===== config.mk =====
export PLATFORM = sky130hd
export DESIGN_NAME = seg7_decoder
export DESIGN_NICKNAME = d
export VERILOG_FILES = /design/src/rtl/seg7_pkg.sv /design/src/rtl/seg7_rom.sv /design/src/rtl/seg7_decoder.sv
export SDC_FILE = /design/constraint.sdc
export NUM_CORES = 1
export LEC_CHECK = 0
export BUFFER_PORTS_ARGS = -buffer_cell sky130_fd_sc_hd__buf_2
export CAP_MARGIN = 0
export CORE_MARGIN = 5
export CORE_UTILIZATION = 33
export DETAILED_ROUTE_END_ITERATION = 10
export GPL_ROUTABILITY_DRIVEN = 0
export PLACE_DENSITY = 0.56
export RECOVER_POWER = 100
export SLEW_MARGIN = 10
export SYNTH_ARGS = -nofsm -noshare
export SYNTH_HDL_FRONTEND = slang
export SYNTH_HIERARCHICAL = 1
export SYNTH_SLANG_ARGS = --single-unit

===== constraint.sdc =====
create_clock -name clock -period 1.9 [get_ports clock]
set_clock_uncertainty 0.05 [all_clocks]
set_input_delay 0.19 -clock clock [delete_from_list [all_inputs] [get_ports clock]]
set_output_delay 0.19 -clock clock [all_outputs]
set_load 0.03 [all_outputs]

===== src/rtl/seg7_pkg.sv =====
`default_nettype none
// ============================================================================
//  Module      : seg7_pkg
//  Description : Segment pattern type and active-low digit patterns (g..a)
//                shared by the 7-segment decoder and its pattern ROM.
//  Revision    : 1.0 - initial release
// ============================================================================
package seg7_pkg;

    typedef logic [6:0] seg_t;

    // Bit order is {g,f,e,d,c,b,a}; a 0 lights the segment.
    localparam seg_t SEG_OFF = 7'b1111111;

    localparam seg_t SEG_0 = 7'b1000000;
    localparam seg_t SEG_1 = 7'b1111001;
    localparam seg_t SEG_2 = 7'b0100100;
    localparam seg_t SEG_3 = 7'b0110000;
    localparam seg_t SEG_4 = 7'b0011001;
    localparam seg_t SEG_5 = 7'b0010010;
    localparam seg_t SEG_6 = 7'b0000010;
    localparam seg_t SEG_7 = 7'b1111000;
    localparam seg_t SEG_8 = 7'b0000000;
    localparam seg_t SEG_9 = 7'b0010000;
    localparam seg_t SEG_A = 7'b0001000;
    localparam seg_t SEG_B = 7'b0000011;
    localparam seg_t SEG_C = 7'b1000110;
    localparam seg_t SEG_D = 7'b0100001;
    localparam seg_t SEG_E = 7'b0000110;
    localparam seg_t SEG_F = 7'b0001110;

endpackage : seg7_pkg
`default_nettype wire


===== src/rtl/seg7_rom.sv =====
`default_nettype none
// ============================================================================
//  Module      : seg7_rom
//  Description : Combinational hex nibble to raw active-low segment pattern.
//  Revision    : 1.0 - initial release
// ============================================================================
module seg7_rom
    import seg7_pkg::*;
(
    input  logic [3:0] i_number,
    output seg_t       o_pattern
);

    always_comb begin
        o_pattern = SEG_OFF;
        case (i_number)
            4'h0:    o_pattern = SEG_0;
            4'h1:    o_pattern = SEG_1;
            4'h2:    o_pattern = SEG_2;
            4'h3:    o_pattern = SEG_3;
            4'h4:    o_pattern = SEG_4;
            4'h5:    o_pattern = SEG_5;
            4'h6:    o_pattern = SEG_6;
            4'h7:    o_pattern = SEG_7;
            4'h8:    o_pattern = SEG_8;
            4'h9:    o_pattern = SEG_9;
            4'hA:    o_pattern = SEG_A;
            4'hB:    o_pattern = SEG_B;
            4'hC:    o_pattern = SEG_C;
            4'hD:    o_pattern = SEG_D;
            4'hE:    o_pattern = SEG_E;
            4'hF:    o_pattern = SEG_F;
            // Unknown codes (X/Z in simulation) leave the digit dark.
            default: o_pattern = SEG_OFF;
        endcase
    end

endmodule : seg7_rom
`default_nettype wire


===== src/rtl/seg7_decoder.sv =====
`default_nettype none
// ============================================================================
//  Module      : seg7_decoder
//  Description : Registered hex to 7-segment cathode driver (1 cycle latency).
//                Define SEG7_ACTIVE_HIGH_EN for active-high segment drive.
//  Revision    : 1.0 - initial release
// ============================================================================
module seg7_decoder
    import seg7_pkg::*;
(
    input  logic       clock,
    input  logic       reset,
    input  logic       blank,
    input  logic [3:0] number,
    output logic [6:0] cathode
);

`ifdef SEG7_ACTIVE_HIGH_EN
    localparam seg_t c_dark = ~SEG_OFF;
`else
    localparam seg_t c_dark = SEG_OFF;
`endif

    seg_t w_raw;
    seg_t w_gated;
    seg_t w_drive;
    seg_t r_cathode;

    seg7_rom u_rom (
        .i_number  (number),
        .o_pattern (w_raw)
    );

    assign w_gated = blank ? SEG_OFF : w_raw;

    // Polarity is resolved before the register so latency is the same in both builds.
`ifdef SEG7_ACTIVE_HIGH_EN
    assign w_drive = ~w_gated;
`else
    assign w_drive = w_gated;
`endif

    always_ff @(posedge clock) begin
        if (reset) begin
            r_cathode <= c_dark;
        end else begin
            r_cathode <= w_drive;
        end
    end

    assign cathode = r_cathode;

endmodule : seg7_decoder
`default_nettype wire


==> flow_metrics.env <==
export IMPL_status="finished clean"
export IMPL_yosysTopAreaCell="dfxtp_1"
export IMPL_syn_nets=60
export IMPL_start_util_pct=35.3
export IMPL_io_pin_count=14
export IMPL_core_area_um2=1300
export IMPL_area_growth_syn_to_layout_pct=18.3
export IMPL_ys_seq_area_share_pct=30.5
export IMPL_dp_slack_ns=0.189
export IMPL_relSlewSlack_pct=75.5
export IMPL_finalHoldViolCount=0
export IMPL_dieArea_um2=2240
export IMPL_power_frac_seq_pct=42.6
export IMPL_avgRoutedWirePerCell_um=10.4
export IMPL_port_buffers=13
export IMPL_num_rows=13
export IMPL_grt_usage_pct=8.08
export IMPL_grt_pass1_vias=301
export IMPL_multi_input_area_um2=292
export IMPL_cts_setup_buffers=0
export IMPL_cts_sinks=7
export IMPL_synth_cells=46
export IMPL_ctsResizeCount=0
export IMPL_ant_nets=0
export IMPL_yosysWarningCount=6
export IMPL_layout_setup_ws_ns=0.368
export IMPL_maxCapViolations=0
export IMPL_drt_pass1_iterations=4
export IMPL_cts_root_buffer="clkbuf_4"
export IMPL_drv_slew=0
export IMPL_crit_path_max_fanout=5
export IMPL_post_route_cells_drive_above_1_share_pct=16.4
export IMPL_endpoint_kind="register"
export IMPL_cts_hold_buf=0
export IMPL_sw_frac_of_total_pct=27.5
export IMPL_diodes=0
export IMPL_fin_hold_ws_ns=0.151
export IMPL_internal_power_uw=269
export IMPL_drc=0
export IMPL_largest_reg_flops=7
export IMPL_grt_overflow=0
export IMPL_htree_num_levels=1
export IMPL_power_density_nw_per_um2=683
export IMPL_synth_top_area_share_pct=30.5
export IMPL_switchingPower_uw=102
export IMPL_tns_ns=0
export IMPL_cts_buffers=3
export IMPL_path_clk_slew_ns=0.05
export IMPL_grt_max_degree=13
export IMPL_power_share_clock_pct=34.5
export IMPL_rsz0062_at_grt="false"
export IMPL_dp_hpwl_um=617
export IMPL_timing_final_crit_share_pct=80.6
export IMPL_ys_ff_latch=7
export IMPL_num_vias=364
export IMPL_ir_drop_mv=0.179
export IMPL_synth_cell_types=17
export IMPL_grt_pass1_wl_um=1230
export IMPL_drt_iter0_markers=4
export IMPL_seq_area_um2=140
export IMPL_totalWireLength_um=789
export IMPL_worstPathRequired_ns=1.98
export IMPL_antenna_found_initial=0
export IMPL_die_h_um=47.3
export IMPL_via_per_inst=4.79
export IMPL_clk_path_buf_depth=2
export IMPL_syn_area_um2=459
export IMPL_hp_class="in2reg"
export IMPL_p_comb_share_pct=22.9
export IMPL_path_class="in2reg"
export IMPL_fin_crit_ns=1.53
export IMPL_synth_area_per_cell_um2=9.98
export IMPL_synthTopCellsByArea="dfxtp_1 (31%), ha_1 (19%), or3_1 (9.5%)"
export IMPL_fp_dieW_um=47.3
export IMPL_setup_viol=0
export IMPL_fmax_mhz=653
export IMPL_p_leak_nw=0.256
export IMPL_p_total_uw=371
export IMPL_tightest_slew_ns=0.370
export IMPL_cts_tree="done"
export IMPL_crit_path_start_kind="primary input"
export IMPL_fill_cells=147
export IMPL_final_nets=76
export IMPL_crit_arrival_ns=1.61
[cell usage after synthesis]
master and number:
dfxtp_1 7, ha_1 7, or3_1 7, nor2_1 5, mux2i_1 4, inv_1 3, a22o_1 2, o21ai_0 2
a21oi_1 1, a32o_1 1, and2b_2 1, buf_2 1, buf_6 1, mux2_2 1, mux4_1 1, nand2_1 1
or3b_1 1
[power groups by stage]
stage,sequential [mW],clock [mW],combinational [mW]
after global placement,0.160,0,0.0884
final,0.158,0.128,0.0851
after CTS,0.157,0.137,0.0883
after floorplan,0.179,0,0.0451
after detailed placement,0.160,0,0.0882
after global routing,0.158,0.141,0.0950
[final timing paths]
check | startpoint | end | slack (ns) | cells after the start
max | number[1] | cathode[3] | 0.37 | 6
min | blank | cathode[3] | 0.15 | 2
[kinds of logic (layout without fill, tap and decap cells)]
group                      Yosys count  in the layout  share of synthesized area [%]
AOI/OAI and AO/OA                    6              6                           9.26
adders and majority gates            7              7                           19.1
buffers and inverters                5             20                           5.99
DFF                                  7              7                           30.5
muxes                                6              6                           16.9
and+or+nand+nor                     15             15                           18.3
[routing by layer]
layer	part of all wire [%]	global-route usage (%)
met4	1.1	8.29
met1	47	9.26
met2	41	12.3
met5	0	0
met3	11	1.15
[per-stage QoR]
stage,std cells,area (um^2),utilization [%]
finish,76,543,41.7
global route,76,543,41.7
CTS,76,553,42.5
detailed placement,72,527,40.5
global placement,72,527,40.5
floorplan,46,459,-
[placed cells by master (no fill, tap or decap)]
master and n:
nand2_1 1, or3_1 7, clkbuf_1 9, dfxtp_1 7, inv_1 3, and2b_2 1, ha_1 7, clkbuf_4 3
o21ai_0 2, or3b_1 1, a21oi_1 1, a22o_1 2, mux4_1 1, buf_2 5, mux2_2 1, a32o_1 1
nor2_1 5, mux2i_1 4
[final cells by class]
type / count / share of cell area [%]
inverters: 3 / 2.07
multi-input cells: 34 / 53.7
flip-flops and latches: 7 / 25.8
repair buffers: 13 / 10.1
well taps: 15 / 3.46
clock buffers: 4 / 4.84
[worst max-delay path: stages]
cell and delay, ns:
clkbuf_1 0.18, inv_1 0.14, ha_1 0.30, inv_1 0.04
mux4_1 0.45, or3_1 0.30
(Power assumes the default switching activity.)
